## config.mk

```make
export PLATFORM = sky130hd
export DESIGN_NAME = mod_inv
export DESIGN_NICKNAME = d
export VERILOG_FILES = /design/src/rtl/mod_inv_pkg.sv /design/src/rtl/Mod_mul.sv /design/src/rtl/mod_inv.sv
export SDC_FILE = /design/constraint.sdc
export NUM_CORES = 1
export LEC_CHECK = 0
export BUFFER_PORTS_ARGS = -buffer_cell sky130_fd_sc_hd__buf_2
export CAP_MARGIN = 25
export CORE_AREA = 2 2 201 203
export CTS_BUF_LIST = sky130_fd_sc_hd__clkbuf_16
export DETAILED_ROUTE_END_ITERATION = 8
export DIE_AREA = 0 0 203 205
export RECOVER_POWER = 50
export SYNTH_ARGS = -nofsm -noshare
export SYNTH_HDL_FRONTEND = slang
export SYNTH_HIERARCHICAL = 1
export SYNTH_SLANG_ARGS = --single-unit
```

## constraint.sdc

```tcl
create_clock -name clk -period 8.4 [get_ports clk]
set_clock_uncertainty 0.15 [all_clocks]
set_input_delay 1.68 -clock clk [delete_from_list [all_inputs] [get_ports clk]]
set_output_delay 1.68 -clock clk [all_outputs]
set_load 0.02 [all_outputs]
```

## src/rtl/mod_inv_pkg.sv

```systemverilog
// Shared Kyber parameters for the modular inverter: modulus, Fermat
// exponent, job latency and FSM state encodings.
package mod_inv_pkg;

    localparam int          KYBER_Q     = 3329;
    localparam logic [11:0] INV_EXP     = 12'd3327;   // Q-2 = 12'b1100_1111_1111
    localparam int          INV_LATENCY = 82;         // accept edge to done cycle
    localparam logic [3:0]  BIT_TOP     = 4'd10;      // bit 11 is folded into the seed

    typedef enum logic [2:0] {
        ST_IDLE = 3'd0,
        ST_LOAD = 3'd1,
        ST_SQR  = 3'd2,
        ST_MUL  = 3'd3,
        ST_FIN  = 3'd4
    } state_t;

endpackage

```

## src/rtl/Mod_mul.sv

```systemverilog
// Three-stage modular multiplier, p = a*b mod Q with a, b < Q.
// Stage 1 forms the raw product, stage 2 the Barrett quotient estimate,
// stage 3 the remainder with a single correction subtract.
module Mod_mul
    import mod_inv_pkg::*;
#(
    parameter int Q = KYBER_Q
) (
    input  logic        clk,
    input  logic        rst,
    input  logic        valid_in,
    input  logic [11:0] a,
    input  logic [11:0] b,
    output logic        valid_out,
    output logic [11:0] p
);

    localparam logic [12:0] Q13       = 13'(Q);
    // floor(2^24 / Q); the estimate is at most one short of the true
    // quotient, so one conditional subtract fully reduces the result
    localparam logic [12:0] BARRETT_M = 13'((1 << 24) / Q);

    logic [23:0] prod1;
    logic [23:0] prod2;
    logic [11:0] q2;
    logic        v1;
    logic        v2;
    logic [23:0] q_times_m;
    logic [12:0] rem0;
    logic [12:0] rem_fix;

    // remainder from the quotient estimate, then the final correction
    always_comb begin
        q_times_m = {12'b0, q2} * {11'b0, Q13};
        rem0      = 13'(prod2 - q_times_m);
        rem_fix   = (rem0 >= Q13) ? rem0 - Q13 : rem0;
    end

    // pipeline registers; the valid bit travels alongside the data
    always_ff @(posedge clk or posedge rst) begin
        if (rst) begin
            prod1     <= '0;
            prod2     <= '0;
            q2        <= '0;
            v1        <= 1'b0;
            v2        <= 1'b0;
            valid_out <= 1'b0;
            p         <= '0;
        end else begin
            v1        <= valid_in;
            prod1     <= {12'b0, a} * {12'b0, b};
            v2        <= v1;
            prod2     <= prod1;
            q2        <= 12'(({13'b0, prod1} * {24'b0, BARRETT_M}) >> 24);
            valid_out <= v2;
            p         <= 12'(rem_fix);
        end
    end

endmodule

```

## src/rtl/mod_inv.sv

```systemverilog
// Modular inverse A^-1 mod 3329 via Fermat (A^3327) using left-to-right
// square-and-multiply on one shared Mod_mul instance.
// Optional build macro MOD_INV_ZERO_CHECK_EN: short-circuits base = 0
// straight to FIN with err = 1; without it err is tied low.
//
// state | meaning
// IDLE  | waiting for start, busy low
// LOAD  | normalise registered A into base, seed acc
// SQR   | acc = acc*acc for the current exponent bit
// MUL   | acc = acc*base when the current exponent bit is 1
// FIN   | one-cycle done pulse, OUT/err valid
module mod_inv
    import mod_inv_pkg::*;
#(
    parameter int Q = KYBER_Q
) (
    input  logic        clk,
    input  logic        r,
    input  logic        start,
    input  logic [11:0] A,
    output logic        busy,
    output logic        done,
    output logic [11:0] OUT,
    output logic        err
);

    localparam logic [11:0] Q12 = 12'(Q);

    state_t      state;
    state_t      state_nxt;
    logic [11:0] a_reg;
    logic [11:0] a_norm;
    logic [11:0] base;
    logic [11:0] acc;
    logic [11:0] out_reg;
    logic [3:0]  bit_cnt;
    logic [1:0]  ph;
    logic        mul_vin;
    logic        mul_vout;
    logic [11:0] mul_b;
    logic [11:0] mul_p;

    assign a_norm  = (a_reg >= Q12) ? a_reg - Q12 : a_reg;
    assign mul_vin = ((state == ST_SQR) || (state == ST_MUL)) && (ph == 2'd0);
    assign mul_b   = (state == ST_MUL) ? base : acc;
    assign busy    = (state != ST_IDLE);
    assign done    = (state == ST_FIN);
    assign OUT     = out_reg;

    Mod_mul #(.Q(Q)) u_mul (
        .clk       (clk),
        .rst       (~r),
        .valid_in  (mul_vin),
        .a         (acc),
        .b         (mul_b),
        .valid_out (mul_vout),
        .p         (mul_p)
    );

    // state register
    always_ff @(posedge clk or negedge r) begin
        if (!r) state <= ST_IDLE;
        else    state <= state_nxt;
    end

    // next-state: each multiply step advances only when its product returns
    always_comb begin
        state_nxt = state;
        case (state)
            ST_IDLE: if (start) state_nxt = ST_LOAD;
            ST_LOAD: begin
                state_nxt = ST_SQR;
`ifdef MOD_INV_ZERO_CHECK_EN
                if (a_norm == '0) state_nxt = ST_FIN;
`endif
            end
            ST_SQR: begin
                if (mul_vout) begin
                    if (INV_EXP[bit_cnt])    state_nxt = ST_MUL;
                    else if (bit_cnt == '0)  state_nxt = ST_FIN;
                    else                     state_nxt = ST_SQR;
                end
            end
            ST_MUL: begin
                if (mul_vout) begin
                    if (bit_cnt == '0) state_nxt = ST_FIN;
                    else               state_nxt = ST_SQR;
                end
            end
            ST_FIN:  state_nxt = ST_IDLE;
            default: state_nxt = ST_IDLE;
        endcase
    end

    // datapath: operand capture, accumulator, bit counter and result hold
    always_ff @(posedge clk or negedge r) begin
        if (!r) begin
            a_reg   <= '0;
            base    <= '0;
            acc     <= '0;
            out_reg <= '0;
            bit_cnt <= '0;
            ph      <= '0;
        end else begin
            ph <= ((state == ST_SQR) || (state == ST_MUL)) ? ph + 2'd1 : 2'd0;
            case (state)
                ST_IDLE: if (start) a_reg <= A;
                ST_LOAD: begin
                    base    <= a_norm;
                    acc     <= a_norm;
                    bit_cnt <= BIT_TOP;
`ifdef MOD_INV_ZERO_CHECK_EN
                    if (a_norm == '0) out_reg <= '0;
`endif
                end
                ST_SQR, ST_MUL: begin
                    if (mul_vout) begin
                        acc <= mul_p;
                        if (state_nxt == ST_FIN) out_reg <= mul_p;
                        if (state_nxt == ST_SQR) bit_cnt <= bit_cnt - 4'd1;
                    end
                end
                default: ;
            endcase
        end
    end

`ifdef MOD_INV_ZERO_CHECK_EN
    logic err_reg;

    // err is set by the zero short-cut and cleared by any real result
    always_ff @(posedge clk or negedge r) begin
        if (!r)
            err_reg <= 1'b0;
        else if ((state == ST_LOAD) && (a_norm == '0))
            err_reg <= 1'b1;
        else if (((state == ST_SQR) || (state == ST_MUL)) && mul_vout && (state_nxt == ST_FIN))
            err_reg <= 1'b0;
    end

    assign err = err_reg;
`else
    assign err = 1'b0;
`endif

endmodule

```

==> results.md <==
* Status: finished with violations
* Failing checks: capacitance limit, slew limit
* Root Buffer: clkbuf_16
* Max FFs per register at 24
* ANT cells at 0
* YS warnings at 6
* Clk_lat worst skew at 0.42 ns
* Routed Antenna Nets at 0
* I/O pin count at 30
* Dpl hpwl at 26400 um
* FILL cells at 3808
* CP cell instances: inv_1 -> nand3_1 -> mux2_2 -> and2_1 -> fa_1 -> inv_1 -> fa_1 -> inv_1 -> fa_1 -> fa_1 -> inv_1 -> fa_1 -> inv_1 -> ha_1 -> or2_2 -> o31ai_1 -> o31ai_1 -> o41ai_1 -> o21ai_0 -> o41ai_1 -> xnor2_1
* Max-cap violations at 2
* Layout cells sized above 1 at 6.99%
* DR vias at 10300
* Class of the worst hold path: reg2reg
* Setup ws final at 1.46 ns
* Most common cell in the netlist: inv_1
* Die Y at 205 um
* Cts hold-fix bufs at 0
* Post-Synthesis Cells at 1554
* Synth Register Bits at 121
* Ys async rst share at 100%
* Setup bufs post-CTS at 0
* Placer Congestion at 0.835
* Synth Area per Inst at 10.1 um2
* Period utilization at 82.6%
* First-pass iteration count of the detailed router at 5
* Residual DRC at 0
* Crit-path max cell delay at 0.58 ns
* Synth Net Count at 2024
* Top post-synthesis cells by area: fa_1 (30%), dfrtp_1 (19%), ha_1 (18%)
* Leading area contributor after synthesis: fa_1
* CTS Buf Count at 17
* GRT Total Usage at 16.8%
* Largest net degree at the start of global routing at 65
* Final nets at 2032
* Total die area at 0.0416 mm2
* WL/cell at 15.7 um
* Syn Std Cell Area at 0.0157 mm2
* Clock-pin slew on the worst setup and hold paths at 0.06 ns
* Maximum root-to-sink buffer count at 2
* TritonCTS clock tree: done
* First-pass GRT wire length at 55900 um
* Worst-margin pin slew at 3.43 ns
* Die width at 203 um
* Crit-path slowest cell: mux2_2
* Critical path startpoint category: flip-flop
* Fmax at 0.144 GHz
* Initial antenna violation count at 2
* Gr ovfl total at 0
* Core area at 0.0394 mm2
* Largest registers: u_mul/prod1: 24 flops, u_mul/prod2: 13 flops
* Routed wire length at 32900 um
* CTS H-tree depth at 4
* Max-slew headroom at -129%
* WP data required at 8.59 ns
* PortBufs at 28
* CTS sink count at 121
* Top-area cell type share of the netlist area at 29.8%
* Initial DRC Count at 384
* Number of synthesized flops with an enable pin at 0
* Post-synth top cells: inv_1 (322), fa_1 (233), ha_1 (222)
* Critical path arrival at 7.13 ns
* Final Hold Viols at 0
* Setup violators final at 0
* Max-slew violation count at 123
* Primary FF master, synth: dfrtp_1
* Initial Util at 39.8%
* Largest register by flop count: u_mul/prod1
* Vias in the first global route at 10900
* Critical path class: reg2reg
* Post-Place Worst Slack at 1.61 ns
* Unique cell type count in the Yosys netlist at 73
* Area grow syn2layout at 7.30%
* RSZ-0062 raised after global routing: false
* Minimum clock period at 6.94 ns
* Final Util at 42.7%
* Critical Path Sink Type: flip-flop
* # resized after CTS at 0
* Max FO, Critical Path at 12
* Fin Setup TNS at 0 ns
* Vias per Instance at 4.89
* # rows at 73
* Post-synthesis sequential area ratio at 19.3%
==> area by class of cell <==
cell class / instances / area [um2] / area share, %
clock inverters: 13 / 120 / 0.715
flip-flops and latches: 121 / 3030 / 18.0
repair buffers: 33 / 164 / 0.976
well taps: 525 / 657 / 3.91
multi-input cells: 1066 / 11200 / 66.6
clock buffers: 17 / 425 / 2.53
inverters: 323 / 1210 / 7.22
==> worst paths after layout <==
kind / start / end / slack, ns / depth (start not counted)
setup / recovery: state[2]$_DFF_PN0_ / u_mul/prod1[22]$_DFF_PP0_ / 1.46 / 21
setup reg to reg: state[2]$_DFF_PN0_ / u_mul/prod1[22]$_DFF_PP0_ / 1.46 / 21
hold reg to reg: u_mul/v1$_DFF_PP0_ / u_mul/v2$_DFF_PP0_ / 0.21 / 0
max in group asynchronous: r / u_mul/prod2[5]$_DFF_PP0_ / 3.59 / 4
hold / removal: u_mul/v1$_DFF_PP0_ / u_mul/v2$_DFF_PP0_ / 0.21 / 0
min in group asynchronous: r / a_reg[2]$_DFFE_PN0P_ / 2.30 / 2
==> placed cells by master (no fill, tap or decap), types with 5 or more instances in the layout <==
cell,n
a21oi_1,38
a21o_1,7
nor2_1,65
fa_1,233
o211ai_1,6
dfrtp_1,121
or3_1,7
clkbuf_16,17
o22ai_1,8
o31ai_1,8
o21a_1,15
buf_2,26
mux2_2,34
nor2b_1,8
a31oi_1,6
inv_6,5
clkinvlp_4,5
inv_1,322
o21ai_1,7
ha_1,222
nand2_1,126
o21ai_0,39
nand3_1,12
nor3_1,18
xnor2_1,46
clkbuf_1,5
xor2_1,14
and2_1,70
a211oi_1,6
==> cell families (layout without fill, tap and decap cells) <==
family | after synthesis | in the layout | synth area share, %
adder cells (fa/ha/maj) | 455 | 455 | 47.5
buffers and inverters | 367 | 386 | 8.94
AND/OR/NAND/NOR | 328 | 328 | 10.0
AO/OA/AOI/OAI | 185 | 185 | 8.12
flip-flops | 121 | 121 | 19.3
XOR/XNOR | 60 | 60 | 3.36
multiplexers | 37 | 37 | 2.65
other | 1 | 1 | 0.0240
==> metrics by stage <==
stage,std cells,instance area [um2],hold WS [ns]
finish,2098,16800,0.208
global route,2098,16800,0.214
CTS,2096,16800,0.211
detailed placement,2066,16300,0.189
global placement,2066,16300,0.187
floorplan,1554,15700,0.181
==> metal layers <==
layer  GRT usage, %  vias to the layer above  share of wire [%]
met3           1.61                       20                3.3
li1               -                     4932                  -
met2           28.5                      205                 48
met5              0                        -              0.039
met1           23.6                     5105                 48
met4           3.55                        2                1.0
==> worst max-delay path: cells and delay by family (launching register included) <==
kind / cells / cell delay, ns
AO/OA/AOI/OAI: 5 / 1.17
adder cells (fa/ha/maj): 6 / 2.91
AND/OR/NAND/NOR: 3 / 1.02
XOR/XNOR: 1 / 0.16
buffers and inverters: 5 / 0.42
multiplexers: 1 / 0.58
flip-flops: 1 / 0.42
Power is left out: the tool's default activity adds up to more than one toggle a clock period on the data nets, which glitch-free logic cannot reach.
